$ cat src/rtl/ttl_169_cascade_ctrl_pkg.sv
// ============================================================================
//  ttl_169_cascade_ctrl_pkg : shared state encodings and widths for the
//  74169 cascade sequencer.            Rev 1.0
// ============================================================================
`default_nettype none

package ttl_169_cascade_ctrl_pkg;

   typedef enum logic [1:0] {
      ST_IDLE   = 2'd0,
      ST_LOAD   = 2'd1,
      ST_RUN    = 2'd2,
      ST_RELOAD = 2'd3
   } state_t;

   localparam int TC_COUNT_W = 8;

endpackage

`default_nettype wire

$ cat src/rtl/ttl_169_cascade_ctrl.sv
// ============================================================================
//  ttl_169_cascade_ctrl : sequences a chain of 74169 counters as a one-shot or
//  auto-reload divider, counting qualified terminal events.   Rev 1.0
// ============================================================================
`default_nettype none

module ttl_169_cascade_ctrl
   import ttl_169_cascade_ctrl_pkg::*;
#(
   parameter int STAGES = 2
) (
   input  logic                    clk,
   input  logic                    rst,
   input  logic                    start,
   input  logic                    stop,
   input  logic                    pause,
   input  logic                    auto_reload,
   input  logic                    dir_up,
   input  logic                    preset_we,
   input  logic [4*STAGES-1:0]     preset,
   input  logic                    rco_n_in,
   output logic                    load_n,
   output logic                    ent_n,
   output logic                    enp_n,
   output logic                    direction,
   output logic [4*STAGES-1:0]     P,
   output logic                    busy,
   output logic                    tc_pulse,
   output logic [TC_COUNT_W-1:0]   tc_count
);

   localparam int W = 4 * STAGES;

   state_t                  state_q, state_d;
   logic                    load_n_q, load_n_d;
   logic                    ent_n_q, ent_n_d;
   logic                    enp_n_q, enp_n_d;
   logic                    dir_q, dir_d;
   logic [W-1:0]            p_q, p_d;
   logic [W-1:0]            preset_q, preset_d;
   logic                    busy_q, busy_d;
   logic                    tc_pulse_q, tc_pulse_d;
   logic [TC_COUNT_W-1:0]   tc_count_q, tc_count_d;
   logic                    w_terminal;

   // rco_n is only trusted in RUN; the paused qualifier stops a held terminal re-firing
   assign w_terminal = (state_q == ST_RUN) && !rco_n_in && !pause;

   always_comb begin
      state_d    = state_q;
      load_n_d   = 1'b1;
      ent_n_d    = 1'b1;
      enp_n_d    = 1'b1;
      dir_d      = dir_q;
      p_d        = p_q;
      tc_pulse_d = 1'b0;
      tc_count_d = tc_count_q;
      preset_d   = preset_we ? preset : preset_q;

      if (stop) begin
         state_d = ST_IDLE;
      end else if (start) begin
         state_d = ST_LOAD;
         if (state_q == ST_IDLE) tc_count_d = '0;
      end else begin
         case (state_q)
            ST_LOAD, ST_RELOAD: state_d = ST_RUN;
            ST_RUN: begin
               if (w_terminal) begin
                  tc_pulse_d = 1'b1;
                  tc_count_d = tc_count_q + 1'b1;
                  state_d    = auto_reload ? ST_RELOAD : ST_IDLE;
               end
            end
            default: ;
         endcase
      end

      // Outputs follow the state being entered so every port is a flop
      case (state_d)
         ST_LOAD, ST_RELOAD: begin
            load_n_d = 1'b0;
            p_d      = preset_q;
            dir_d    = dir_up;
         end
         ST_RUN: begin
            ent_n_d = 1'b0;
            enp_n_d = pause;
         end
         default: ;
      endcase

      busy_d = (state_d != ST_IDLE);
   end

   always_ff @(posedge clk or posedge rst) begin
      if (rst) begin
         state_q    <= ST_IDLE;
         load_n_q   <= 1'b1;
         ent_n_q    <= 1'b1;
         enp_n_q    <= 1'b1;
         dir_q      <= 1'b1;
         p_q        <= '0;
         preset_q   <= '0;
         busy_q     <= 1'b0;
         tc_pulse_q <= 1'b0;
         tc_count_q <= '0;
      end else begin
         state_q    <= state_d;
         load_n_q   <= load_n_d;
         ent_n_q    <= ent_n_d;
         enp_n_q    <= enp_n_d;
         dir_q      <= dir_d;
         p_q        <= p_d;
         preset_q   <= preset_d;
         busy_q     <= busy_d;
         tc_pulse_q <= tc_pulse_d;
         tc_count_q <= tc_count_d;
      end
   end

   assign load_n    = load_n_q;
   assign ent_n     = ent_n_q;
   assign enp_n     = enp_n_q;
   assign direction = dir_q;
   assign P         = p_q;
   assign busy      = busy_q;
   assign tc_pulse  = tc_pulse_q;
   assign tc_count  = tc_count_q;

endmodule

`default_nettype wire

$ cat config.mk
export PLATFORM = sky130hd
export DESIGN_NAME = ttl_169_cascade_ctrl
export DESIGN_NICKNAME = d
export VERILOG_FILES = /design/src/rtl/ttl_169_cascade_ctrl_pkg.sv /design/src/rtl/ttl_169_cascade_ctrl.sv
export SDC_FILE = /design/constraint.sdc
export NUM_CORES = 1
export LEC_CHECK = 0
export BUFFER_PORTS_ARGS = -buffer_cell sky130_fd_sc_hd__buf_2
export CORE_MARGIN = 5
export CORE_UTILIZATION = 45
export DETAILED_ROUTE_END_ITERATION = 10
export PLACE_DENSITY = 0.73
export SKIP_LAST_GASP = 1
export SYNTH_ARGS = -nofsm -noshare
export SYNTH_HDL_FRONTEND = slang
export SYNTH_SLANG_ARGS = --single-unit
export TNS_END_PERCENT = 100
$ cat constraint.sdc
create_clock -name clk -period 1.6 [get_ports clk]
set_input_delay 0.24 -clock clk [delete_from_list [all_inputs] [get_ports clk]]
set_output_delay 0.24 -clock clk [all_outputs]
set_load 0.03 [all_outputs]
### Yosys cells after proc, flatten, opt, wreduce, memory -nomap -nowiden

Cells that the tools add are included.

* flip-flop bits (word level): 32
* bits of input ports: 17
* output and inout bits: 22
* logic and storage cells: 46

* add/sub/neg operators: 1
* eq/ne operators: 7
* multiplexer cells: 16
* bitwise gates (word level): 1
* reductions and logical operators: 11

Operators with widths (count)
* $mux W8: 4
* $add A8 B1 Y8 const B: 1
* $eq A2 B2 Y1 const B: 4
* $mux W2: 4
* $mux W1: 7
* $reduce_bool A2 Y1: 3
* $eq A2 B1 Y1 const B: 2
* $pmux W2 S2: 1
* $reduce_and A4 Y1: 1
* $reduce_or A2 Y1: 2
* $logic_and A1 B1 Y1: 2
* $logic_not A1 Y1: 2
* $logic_not A2 Y1: 1
* $ne A2 B1 Y1 const B: 1
* $not A1 Y1: 1

### Depth between registers and ports, before layout

* word-level depth: 10
* mapped depth: 5
* mapped depth without buffers: 4

### Least setup slack after synthesis

No wires, ideal clock.

* kind: reg-to-reg
* from: register state_q[0]
* to: register p_q[0], in the netlist P[0]
* library setup time: 0.125 ns
* arrival time: 1.470 ns
* data required time: 1.475 ns
* path slack: 0.005 ns
* stages on the path, launching flop included: 6
* buffers on the path: 1
* period minus slack after synthesis: 1.595 ns
* cells stage by stage: dfrtp_1 > nor4b_1 > a21oi_1 > nor2_1 > buf_4 > mux2_2

* longest elaborated chain between the ends: 9
* elaborated cells between the ends (all ways): 13
* those cells by class: eq/ne (5); mux (4); reduce/logical (4)

RTL lines
* from (decl): line ttl_169_cascade_ctrl.sv:34 `state_t state_q, state_d;`
* from (signal assigned): line ttl_169_cascade_ctrl.sv:109 `state_q <= state_d;`
* $eq A2 B2 Y1: line ttl_169_cascade_ctrl.sv:47, ttl_169_cascade_ctrl.sv:66
* $logic_and A1 B1 Y1 (2 in series): line ttl_169_cascade_ctrl.sv:47 `assign w_terminal = (state_q == ST_RUN) && !rco_n_in && !pause;`
* $mux W2: line ttl_169_cascade_ctrl.sv:69 `if (w_terminal) begin`
* $pmux W2 S2 (*): line ttl_169_cascade_ctrl.sv:66 `case (state_q)`
* $mux W2 (*): line ttl_169_cascade_ctrl.sv:62 `end else if (start) begin`
* $mux W2 (*): line ttl_169_cascade_ctrl.sv:60 `if (stop) begin`
* via state_d[0]: line ttl_169_cascade_ctrl.sv:34
* $eq A2 B1 Y1 or $eq A2 B2 Y1 (tied branches): line ttl_169_cascade_ctrl.sv:80 `case (state_d)`
* $reduce_or A2 Y1 (*): line ttl_169_cascade_ctrl.sv:80
* to (signal assigned): line ttl_169_cascade_ctrl.sv:114 `p_q <= p_d;`
* to (decl): line ttl_169_cascade_ctrl.sv:39 `logic [W-1:0] p_q, p_d;`

The timed path passes the listed nets; every way through them passes the cells marked *.
A chain may end at the register's enable or synchronous reset.

### Worst setup path in the final report

* from: register state_q[0]
* to: register p_q[2], in the netlist P[2]

* longest elaborated chain between the ends: 9
* elaborated cells between the ends (all ways): 13
* those cells by class: eq/ne (5); mux (4); reduce/logical (4)

RTL lines (line)
* $eq A2 B2 Y1: ttl_169_cascade_ctrl.sv:47, ttl_169_cascade_ctrl.sv:66
* $logic_and A1 B1 Y1 (2 in series): ttl_169_cascade_ctrl.sv:47
* $mux W2: ttl_169_cascade_ctrl.sv:69
* $pmux W2 S2 (*): ttl_169_cascade_ctrl.sv:66
* $mux W2 (*): ttl_169_cascade_ctrl.sv:62
* $mux W2 (*): ttl_169_cascade_ctrl.sv:60
* $eq A2 B1 Y1 or $eq A2 B2 Y1 (tied branches): ttl_169_cascade_ctrl.sv:80
* $reduce_or A2 Y1 (*): ttl_169_cascade_ctrl.sv:80

Every way passes the cells marked *; elsewhere a longest branch is shown, timed or not.

==> metrics.csv <==
stage,metric,value,unit
synthesis,yosysSeqAreaShare,0.588,
power,powerDensity,1030,nW/um^2
setup_path,crit_slowest_cell,dfrtp_1,
clock_tree,clockRootBuffer,clkbuf_4,
drt,drc_errors,0,
setup_path,setup.worst_path.class,reg -> reg,
clock_tree,path_clk_slew,0.10,ns
layout,drive_above_1_share,0.497,
clock_tree,htreeDepth,2,
setup_path,r2r_end,P[2],
drt,drtPass1Iterations,4,
drt,drtIter0Drc,49,
setup_path,reg2reg_depth,5,
setup_path,crit_fanout,11,
drt,vias,1032,
placed_design,placedCellCount,184,
setup_path,arrival,1.78,ns
synthesis,avgSynthCellArea,12.5,sq um
die,core_area,2980,sq um
layout,final_util,0.591,
layout,syn_to_final_growth,28.5,%
hold_path,min_path_type,in -> reg,
grt,antenna_found_initial,0,
clock_tree,clk_latency,0.33,ns
sta,drv_slew,0,
placed_design,postPlaceCellArea,1630,sq um
drt,drtAntennaViolNets,0,
clock_tree,cts_tree,built,
run_status,status,completed,
layout,design_area,1760,sq um
synthesis,synth-main-ff-cell,dfrtp_1,
job,max_cap_violations,0,
setup_path,cp.required,1.81,ns
placed_design,portBuffers,38,
hold_path,holdPathStages,2,
sta,maxSlewHeadroom,0.741,
die,die_height,65.2,um
hold_path,min_from,preset[2],
synthesis,synthCells,110,
synthesis,synth_area,1370,sq um
layout,instances_no_fill,196,
sta,timing.final.crit_share,0.979,
clock_tree,cts_buffers,5,
setup_path,reg2reg_from,state_q[0],
layout,final_cell_mix,"38 x buf_2, 28 x dfrtp_1, 17 x mux2_2",
grt,grt_pass1_wl,4.67,mm
placed_design,dp_hpwl,1.99,mm
sta,fmax,0.639,GHz
die,io-pin-count,39,
clock_tree,clk_path_buf_depth,2,
setup_path,end_kind,flop,
layout,fillers,256,
power,p_total,1820,uW
synthesis,yosysUniqueCellTypes,30,
setup_path,worst_setup_path_start_kind,flop,
sta,worst_pin_slew,0.388,ns
clock_tree,cts_sinks,32,
grt,grt_overflow,0,
drt,viasPerCell,5.27,
power,leakagePower,0.000832,uW
placed_design,gp_congestion,0.859,
setup_path,max_stage_delay,0.41,ns
setup_path,path_cells,nor4b_2 > a21oi_1 > nor2_1 > buf_6 > mux2_2,
die,dieArea,4250,sq um
die,die_x,65.2,um
sta,setup_viol,0,
synthesis,synth_seq_cells,32,
drt,wl_per_cell,14.0,um
layout,layout_commonest_cell,buf_2,
synthesis,mappedNetlistNets,128,
die,row_count,20,
setup_path,r2r_setup_slack,0.03,ns
layout,fin_nets,180,
grt,grt_max_degree,33,
grt,grt_use_total,0.144,
synthesis,ys_warn_count,0,
layout,num_antenna_cells,0,
sta,period_minus_slack,1.57,ns
sta,fin_skew,0.0104,ns
synthesis,async_flop_share,1.00,
sta,rsz0062_at_grt,yes,
hold_path,min_to,preset_q[2],
grt,grt_pass1_vias,1027,
die,initial_core_util,0.460,
synthesis,synth-edff-count,0,
drt,routed_wl,2.75,mm
sta,hold_viol_final,0,
power,ir_worst_vdd,616,uV
==> worst max-delay path by stage <==
stage,from,endpoint,depth (start not counted)
6_report,state_q[0],P[2],5
4_1_cts,state_q[0],tc_count[6],5
3_5_place_dp,state_q[0],P[0],5
3_3_place_gp,state_q[0],P[2],5
2_1_floorplan,state_q[0],P[0],5
5_1_grt,state_q[0],P[7],5
==> cells by family (layout without fill, tap and decap cells) <==
kind of cell | after synthesis | count (layout) | share of synthesized area
xor gates and xnor gates | 3 | 3 | 0.0192
adders and majority gates | 1 | 1 | 0.00913
and+or+nand+nor | 31 | 31 | 0.137
buffers and inverters | 7 | 60 | 0.0228
AOI/OAI and AO/OA | 19 | 19 | 0.0840
DFF | 32 | 32 | 0.588
muxes | 17 | 17 | 0.140
==> routing by layer <==
metal,wire (um),GRT usage,share of wire,vias to the layer above
li1,-,-,-,496
met1,1130,0.166,0.41,494
met4,23,0.0725,0.0084,0
met5,0,0,0,-
met3,273,0.0632,0.099,2
met2,1320,0.226,0.48,40
==> power by group <==
| group | internal [uW] | total, uW | switching (uW) | leakage (uW) |
|---|---|---|---|---|
| sequential | 896 | 954 | 57.9 | 0.000393 |
| combinational | 153 | 391 | 238 | 0.000406 |
| clock | 217 | 474 | 257 | 0.0000326 |
==> cell type report <==
cell class              count  area [sq um]  area share
flip-flops and latches     32           806       0.458
multi-input cells          71           557       0.316
repair buffers             49           287       0.163
clock buffers               8          58.8      0.0334
well taps                  33          41.3      0.0235
inverters                   3          11.3     0.00640
==> cells in the mapped netlist (2+ instances only) <==
library cell  count  area (sq um)
and2_1            3          18.8
xor2_1            3          26.3
a21oi_1           7          35.0
inv_1             3          11.3
nand2_1           6          22.5
o21ai_0           6          30.0
nor3_1            2          10.0
mux2_2           17           191
and2b_1           2          15.0
or3_1             4          25.0
nor2_1            7          26.3
dfstp_2           4           105
dfrtp_1          28           701
o211ai_1          2          15.0
==> state kept, by name, summed over array words and instances, names as in the netlist <==
register / flops
enp_n: 1
tc_pulse: 1
busy: 1
ent_n: 1
tc_count: 8
load_n: 1
state_q: 2
direction: 1
P: 8
preset_q: 8
==> worst max-delay path, delay by kind of cell (launching register included) <==
kind	cells	cell delay, ns
AO/OA/AOI/OAI	1	0.11
flip-flops	1	0.41
multiplexers	1	0.33
AND/OR/NAND/NOR	2	0.43
buffers and inverters	1	0.16
==> timing repair <==
action                                  4_1_cts  5_1_grt
resized for setup                             1        6
endpoints found under the hold margin        28        0
hold buffers                                  1        0
buffers inserted                              0        3
endpoints found under the setup margin        8        9
pin swaps                                     0        3
cloned                                        0        0
==> per-stage QoR <==
step	worst slack (ns)	TNS (ns)	hold slack (ns)
final	0.0340	0	0.148
after global routing	-0.0312	-0.208	0.123
after CTS	0.0123	0	0.128
after detailed placement	-0.00178	-0.00178	0.339
after floorplan	0.00507	0	0.303
after global placement	0.0583	0	0.335
Note: power is estimated with default switching activity, not from simulation.
